`src/rtl/ts_pkt_rr_arb_if.sv`:
```
// Bus bundle between the packet round-robin arbiter and its channel FIFOs
// and downstream consumer.
//   ch_pkt_rdy   : per-channel "whole packet available"
//   ch_rd_en     : one-hot FIFO read strobe (data returns one cycle later)
//   ts_din_1..4  : FIFO read data, channels 1..4
//   tx_over_full : downstream full, pauses reads
//   ts_dout/_en  : merged TS byte stream
//   cur_ch, busy : current grant and transfer-in-progress status
//   sync_err     : first byte of a packet was not the sync byte
// Modport master is the arbiter; slave is the FIFO/consumer side.
interface ts_pkt_rr_arb_if;
  logic [3:0] ch_pkt_rdy;
  logic [3:0] ch_rd_en;
  logic [7:0] ts_din_1;
  logic [7:0] ts_din_2;
  logic [7:0] ts_din_3;
  logic [7:0] ts_din_4;
  logic       tx_over_full;
  logic [7:0] ts_dout;
  logic       ts_dout_en;
  logic [1:0] cur_ch;
  logic       busy;
  logic       sync_err;

  modport master (
    input  ch_pkt_rdy, ts_din_1, ts_din_2, ts_din_3, ts_din_4, tx_over_full,
    output ch_rd_en, ts_dout, ts_dout_en, cur_ch, busy, sync_err
  );

  modport slave (
    output ch_pkt_rdy, ts_din_1, ts_din_2, ts_din_3, ts_din_4, tx_over_full,
    input  ch_rd_en, ts_dout, ts_dout_en, cur_ch, busy, sync_err
  );
endinterface

```
`src/rtl/ts_pkt_rr_arb.sv`:
```
// Packet-granular round-robin scheduler: grants one of four TS channel
// FIFOs, drains exactly PKT_LEN bytes from it (pausing on tx_over_full),
// spends one GAP cycle, then rotates to the next ready channel.
//   clk  : system clock
//   rst  : synchronous active-high reset
//   bus  : ts_pkt_rr_arb_if.master (FIFO handshake, data in/out, status)
module ts_pkt_rr_arb #(
  parameter int unsigned PKT_LEN   = 188,
  parameter logic [7:0]  SYNC_BYTE = 8'h47
) (
  input  logic            clk,
  input  logic            rst,
  ts_pkt_rr_arb_if.master bus
);

  localparam logic [7:0] LAST_IDX = 8'(PKT_LEN - 1);

  typedef enum logic [1:0] {IDLE, READ, GAP} state_t;

  state_t     state, state_n;
  logic [7:0] byte_cnt;
  logic [1:0] last_grant;
  logic [1:0] cur_ch_r;
  logic       busy_r;

  logic       grant_ok;
  logic [1:0] grant_ch;
  logic [1:0] cand;
  logic       rd_fire;
  logic [3:0] rd_en;

  // Output pipeline: stage 1 aligns with FIFO data, stage 2 is the output.
  logic       rd_d1;
  logic       first_d1;
  logic [1:0] ch_d1;
  logic [7:0] din_sel;
  logic [7:0] ts_dout_r;
  logic       ts_dout_en_r;
  logic       sync_err_r;

  // Search last_grant+1, +2, +3, +4 (mod 4); the 2-bit add wraps naturally.
  always_comb begin
    grant_ok = 1'b0;
    grant_ch = last_grant;
    cand     = last_grant;
    for (int unsigned i = 1; i <= 4; i++) begin
      cand = last_grant + 2'(i);
      if (!grant_ok && bus.ch_pkt_rdy[cand]) begin
        grant_ok = 1'b1;
        grant_ch = cand;
      end
    end
  end

  always_comb begin
    state_n = state;
    rd_fire = 1'b0;
    rd_en   = '0;
    case (state)
      IDLE: begin
        if (grant_ok && !bus.tx_over_full) state_n = READ;
      end
      READ: begin
        // Gated by rst so a reset cycle never pops a byte that gets dropped.
        rd_fire         = !bus.tx_over_full && !rst;
        rd_en[cur_ch_r] = rd_fire;
        if (rd_fire && byte_cnt == LAST_IDX) state_n = GAP;
      end
      GAP:     state_n = IDLE;
      default: state_n = IDLE;
    endcase
  end

  always_ff @(posedge clk) begin
    if (rst) begin
      state      <= IDLE;
      byte_cnt   <= '0;
      last_grant <= 2'd3;
      cur_ch_r   <= '0;
      busy_r     <= 1'b0;
    end else begin
      state <= state_n;
      case (state)
        IDLE: begin
          if (state_n == READ) begin
            cur_ch_r   <= grant_ch;
            last_grant <= grant_ch;
            byte_cnt   <= '0;
            busy_r     <= 1'b1;
          end
        end
        READ: begin
          if (rd_fire) byte_cnt <= byte_cnt + 8'd1;
        end
        GAP:     busy_r <= 1'b0;
        default: ;
      endcase
    end
  end

  always_comb begin
    case (ch_d1)
      2'd0:    din_sel = bus.ts_din_1;
      2'd1:    din_sel = bus.ts_din_2;
      2'd2:    din_sel = bus.ts_din_3;
      default: din_sel = bus.ts_din_4;
    endcase
  end

  always_ff @(posedge clk) begin
    if (rst) begin
      rd_d1        <= 1'b0;
      first_d1     <= 1'b0;
      ch_d1        <= '0;
      ts_dout_r    <= '0;
      ts_dout_en_r <= 1'b0;
      sync_err_r   <= 1'b0;
    end else begin
      rd_d1        <= rd_fire;
      first_d1     <= rd_fire && (byte_cnt == '0);
      ch_d1        <= cur_ch_r;
      ts_dout_en_r <= rd_d1;
      sync_err_r   <= rd_d1 && first_d1 && (din_sel != SYNC_BYTE);
      if (rd_d1) ts_dout_r <= din_sel;
    end
  end

  assign bus.ch_rd_en   = rd_en;
  assign bus.ts_dout    = ts_dout_r;
  assign bus.ts_dout_en = ts_dout_en_r;
  assign bus.cur_ch     = cur_ch_r;
  assign bus.busy       = busy_r;
  assign bus.sync_err   = sync_err_r;

endmodule

```
`src/flat_wrapper.sv`:
```
// flat-port wrapper written by rule: the top's interface ports become plain ports
module ts_pkt_rr_arb_flat 
#(
  parameter int unsigned PKT_LEN   = 188,
  parameter logic [7:0]  SYNC_BYTE = 8'h47
)
  (clk, rst, bus_ch_pkt_rdy, bus_ts_din_1, bus_ts_din_2, bus_ts_din_3, bus_ts_din_4, bus_tx_over_full, bus_ch_rd_en, bus_ts_dout, bus_ts_dout_en, bus_cur_ch, bus_busy, bus_sync_err);
  ts_pkt_rr_arb_if bus_i ();
  input  logic clk;
  input  logic rst;
  input wire logic [$bits(bus_i.ch_pkt_rdy)-1:0] bus_ch_pkt_rdy;
  input wire logic [$bits(bus_i.ts_din_1)-1:0] bus_ts_din_1;
  input wire logic [$bits(bus_i.ts_din_2)-1:0] bus_ts_din_2;
  input wire logic [$bits(bus_i.ts_din_3)-1:0] bus_ts_din_3;
  input wire logic [$bits(bus_i.ts_din_4)-1:0] bus_ts_din_4;
  input wire logic [$bits(bus_i.tx_over_full)-1:0] bus_tx_over_full;
  output wire logic [$bits(bus_i.ch_rd_en)-1:0] bus_ch_rd_en;
  output wire logic [$bits(bus_i.ts_dout)-1:0] bus_ts_dout;
  output wire logic [$bits(bus_i.ts_dout_en)-1:0] bus_ts_dout_en;
  output wire logic [$bits(bus_i.cur_ch)-1:0] bus_cur_ch;
  output wire logic [$bits(bus_i.busy)-1:0] bus_busy;
  output wire logic [$bits(bus_i.sync_err)-1:0] bus_sync_err;
  assign bus_i.ch_pkt_rdy = bus_ch_pkt_rdy;
  assign bus_i.ts_din_1 = bus_ts_din_1;
  assign bus_i.ts_din_2 = bus_ts_din_2;
  assign bus_i.ts_din_3 = bus_ts_din_3;
  assign bus_i.ts_din_4 = bus_ts_din_4;
  assign bus_i.tx_over_full = bus_tx_over_full;
  assign bus_ch_rd_en = bus_i.ch_rd_en;
  assign bus_ts_dout = bus_i.ts_dout;
  assign bus_ts_dout_en = bus_i.ts_dout_en;
  assign bus_cur_ch = bus_i.cur_ch;
  assign bus_busy = bus_i.busy;
  assign bus_sync_err = bus_i.sync_err;
  ts_pkt_rr_arb #(.PKT_LEN(PKT_LEN), .SYNC_BYTE(SYNC_BYTE)) u_core (.clk(clk), .rst(rst), .bus(bus_i));
endmodule
```
`config.mk`:
```
export PLATFORM = sky130hd
export DESIGN_NAME = ts_pkt_rr_arb_flat
export DESIGN_NICKNAME = d
export VERILOG_FILES = /design/src/rtl/ts_pkt_rr_arb_if.sv /design/src/rtl/ts_pkt_rr_arb.sv /design/src/flat_wrapper.sv
export SDC_FILE = /design/constraint.sdc
export NUM_CORES = 1
export LEC_CHECK = 0
export ABC_AREA = 1
export CAP_MARGIN = 20
export CELL_PAD_IN_SITES_DETAIL_PLACEMENT = 0
export CELL_PAD_IN_SITES_GLOBAL_PLACEMENT = 2
export CORE_MARGIN = 2
export CORE_UTILIZATION = 26
export CTS_CLUSTER_SIZE = 14
export DETAILED_ROUTE_END_ITERATION = 6
export PLACE_DENSITY_LB_ADDON = 0.1
export SYNTH_ARGS = -nofsm -noshare
export SYNTH_HDL_FRONTEND = slang
export SYNTH_SLANG_ARGS = --single-unit
```
`constraint.sdc`:
```
create_clock -name clk -period 3.53 [get_ports clk]
set_input_delay 0.706 -clock clk [delete_from_list [all_inputs] [get_ports clk]]
set_output_delay 0.706 -clock clk [all_outputs]
set_load 0.02 [all_outputs]
```
==> impl_metrics.toml <==
[pwr]
p_sw_w = 0.000297
vdd_drop_max_uv = 167
clockPowerShare_pct = 29.7
leakagePower_nw = 0.969
p_comb_share_pct = 29.5
seq_power_share_pct = 40.8
cellPowerDensity_mw_per_mm2 = 380
p_int_w = 0.000620
netSwitchingFraction_pct = 32.4

[timing]
slew_violations = 0
setup_violations = 0
rsz0062_at_grt = "false"
worst_clock_skew_ns = 0.00372
finalHoldViolCount = 0
finalSetupTns_ns = 0
worst_pin_slew_ns = 0.555
fin_crit_sh_pct = 89.7
period_minus_slack_ns = 3.17
max_freq_mhz = 316
slew_headroom_pct = 62.9

[floorplanning]
dieArea_mm2 = 0.00723
initial_core_util_pct = 26.9
rows = 29
die_h_um = 85.0
dieWidth_um = 85.0
coreArea_mm2 = 0.00635
pin_count = 56

[clocking]
cts_tree = "yes"
ctsHtreeMaxLevel = 2
cts_buffers = 5
ctsHoldBuffers = 0
postCtsSetupBuffers = 0
clockBufferDepth = 2
cts_resized = 0
clk_latency_ns = 0.27
clock_sinks = 29
clock-root-buffer = "clkbuf_8"
clkSlewWorstSetupHoldPaths_ns = 0.06

[worst_setup_path]
arrival_ns = 2.46
crit_fanout = 9
cp-end-kind = "output pin"
crit_type = "in2out"
crit_required_ns = 2.82
critPathLaunchType = "primary input"

[yosys]
synth_nets = 296
ys.flop_type = "dfxtp_1"
synth_seq_cells = 29
synth_edf_count = 0
synth_largest_area_cell = "dfxtp_1"
synth_area_leaders = "dfxtp_1, nand2_1, nor2_1"
synth_area_per_cell_um2 = 6.69
synth_mux_area_share_pct = 0
synthDistinctLibCells = 31
ys_seq_area_share_pct = 34.0
syn-instance-count = 255
synthArstFlopShare_pct = 0
synth_top_family_by_area = "simple AND/OR/NAND/NOR gates"
syn_area_mm2 = 0.00171
synthAdderAreaFrac_pct = 1.47
synthSimpleGateAreaFrac_pct = 41.2
synth_top_cell_area_share_pct = 34.0
synth_xor_area_share_pct = 2.05
yosysWarnings = 0
synth-compound-area-share_pct = 11.8

[global_route]
grt_pass1_vias = 1794
antenna_found_initial = 0
gr-total-overflow = 0
grt_start_max_net_pins = 17
grt_use_total_pct = 14.7
grt_pass1_wl_mm = 8.46

[finish]
multiInputGateArea_um2 = 965
seq_area_um2 = 581
layoutNonFillerInstCount = 390
syn_to_final_growth_pct = 41.5
drive_gt1_share_pct = 10.5
n_antenna_cell = 0
num-fill-cells = 679
finalNetCount = 354

[detailed_routing]
route.vias.total = 1793
viasPerCell = 4.60
drtAntennaViolNets = 0
drc_errors = 0
wirelength_mm = 4.97
wl_per_cell_um = 12.8
dr.pass1.iters = 4
drtIter0Drc = 115

[hold_path]
hold_class = "reg2reg"

[placed_design]
placed_cells = 383
gp_congestion = 0.775
hpwl_mm = 3.90
port_buffers = 55

[outcome]
outcome = "complete, no violations"

[flow_run]
maxCapViolCount = 0
## critical path: stages
cell and delay (ns):
clkdlybuf4s50_1 0.43, nor2_1 0.16, nand2_1 0.15, buf_4 0.22
nor3_1 0.17, clkdlybuf4s50_1 0.64
## sequential cells by signal (all words and copies together) (netlist names), 2 cells and up
name / cells
u_core.bus.cur_ch: 2
u_core.bus.ts_dout: 8
u_core.byte_cnt: 8
u_core.ch_d1: 2
u_core.last_grant: 2
u_core.state: 2
## Yosys cell counts (all sizes together) (2+ instances only)
cell type,n
a21oi,15
nor3,9
dfxtp,29
nand2,77
xor2,3
ha,2
nand3,23
clkbuf,3
o21ai,17
nor2,30
inv,27
nor3b,2
buf,5
nand4,7
## metrics by stage
step / util, % / setup WS [ns] / hold WS (ns) / area (um2) / power [W]
after floorplan: - / 0.965 / 0.405 / 1710 / 0.000554
after global placement: 36.7 / 0.442 / 0.429 / 2330 / 0.000660
after detailed placement: 36.7 / 0.347 / 0.436 / 2330 / 0.000655
after CTS: 38.0 / 0.322 / 0.450 / 2410 / 0.000936
after global routing: 38.0 / 0.246 / 0.463 / 2410 / 0.000984
final: 38.0 / 0.364 / 0.441 / 2410 / 0.000916
## power by group through the flow
stage          clock, W  combinational (W)  sequential (W)
6_report       0.000272           0.000270        0.000374
3_3_place_gp          0           0.000277        0.000383
2_1_floorplan         0           0.000175        0.000379
3_5_place_dp          0           0.000274        0.000382
5_1_grt        0.000300           0.000305        0.000379
4_1_cts        0.000286           0.000275        0.000375
## placed cells by master, fill, tap and decap left out, types with 2 or more instances in the layout
cell / synthesis / layout
a21oi_1: 11 / 11
a21oi_2: 4 / 4
buf_4: 1 / 4
clkbuf_8: 0 / 6
clkdlybuf4s50_1: 0 / 55
dfxtp_1: 29 / 29
ha_1: 2 / 2
inv_1: 25 / 25
nand2_1: 68 / 68
nand2_2: 7 / 7
nand2_4: 2 / 2
nand3_1: 17 / 17
nand3_2: 6 / 6
nand4_1: 7 / 7
nor2_1: 29 / 29
nor3_1: 9 / 9
nor3b_1: 2 / 2
o21ai_0: 16 / 16
xor2_1: 3 / 3
## per-layer routing
metal | global-route usage, % | share of wire, % | vias up
li1 | - | - | 938
met1 | 19.4 | 47 | 804
met2 | 23.4 | 46 | 42
met3 | 3.89 | 5.0 | 9
met4 | 4.76 | 1.7 | 0
met5 | 0 | 0 | -
## worst paths after layout
path,start,endpoint,slack (ns),cells past startpoint
min reg2reg,u_core.first_d1$_SDFF_PP0_,u_core.bus.sync_err$_SDFF_PP0_,0.44,2
max reg2reg,u_core.last_grant[0]$_SDFFE_PP1P_,u_core.byte_cnt[3]$_SDFFE_PP0P_,1.77,11
max,rst,bus_ch_rd_en[1],0.36,6
min,u_core.first_d1$_SDFF_PP0_,u_core.bus.sync_err$_SDFF_PP0_,0.44,2
## kinds of logic (layout without fill, tap and decap cells)
family	Yosys count	in the layout
AO/OA/AOI/OAI	35	35
XOR/XNOR	4	4
adder cells (fa/ha/maj)	2	2
buffers and inverters	35	93
flip-flops	29	29
AND/OR/NAND/NOR	150	150
## layout make-up
type	instances	share of cell area [%]
timing repair buffer	59	24.0
tap	77	3.99
inverter	27	4.40
clock buffer	7	3.58
sequential	29	24.0
multi-input combinational	191	39.9
(Power assumes the default switching activity.)
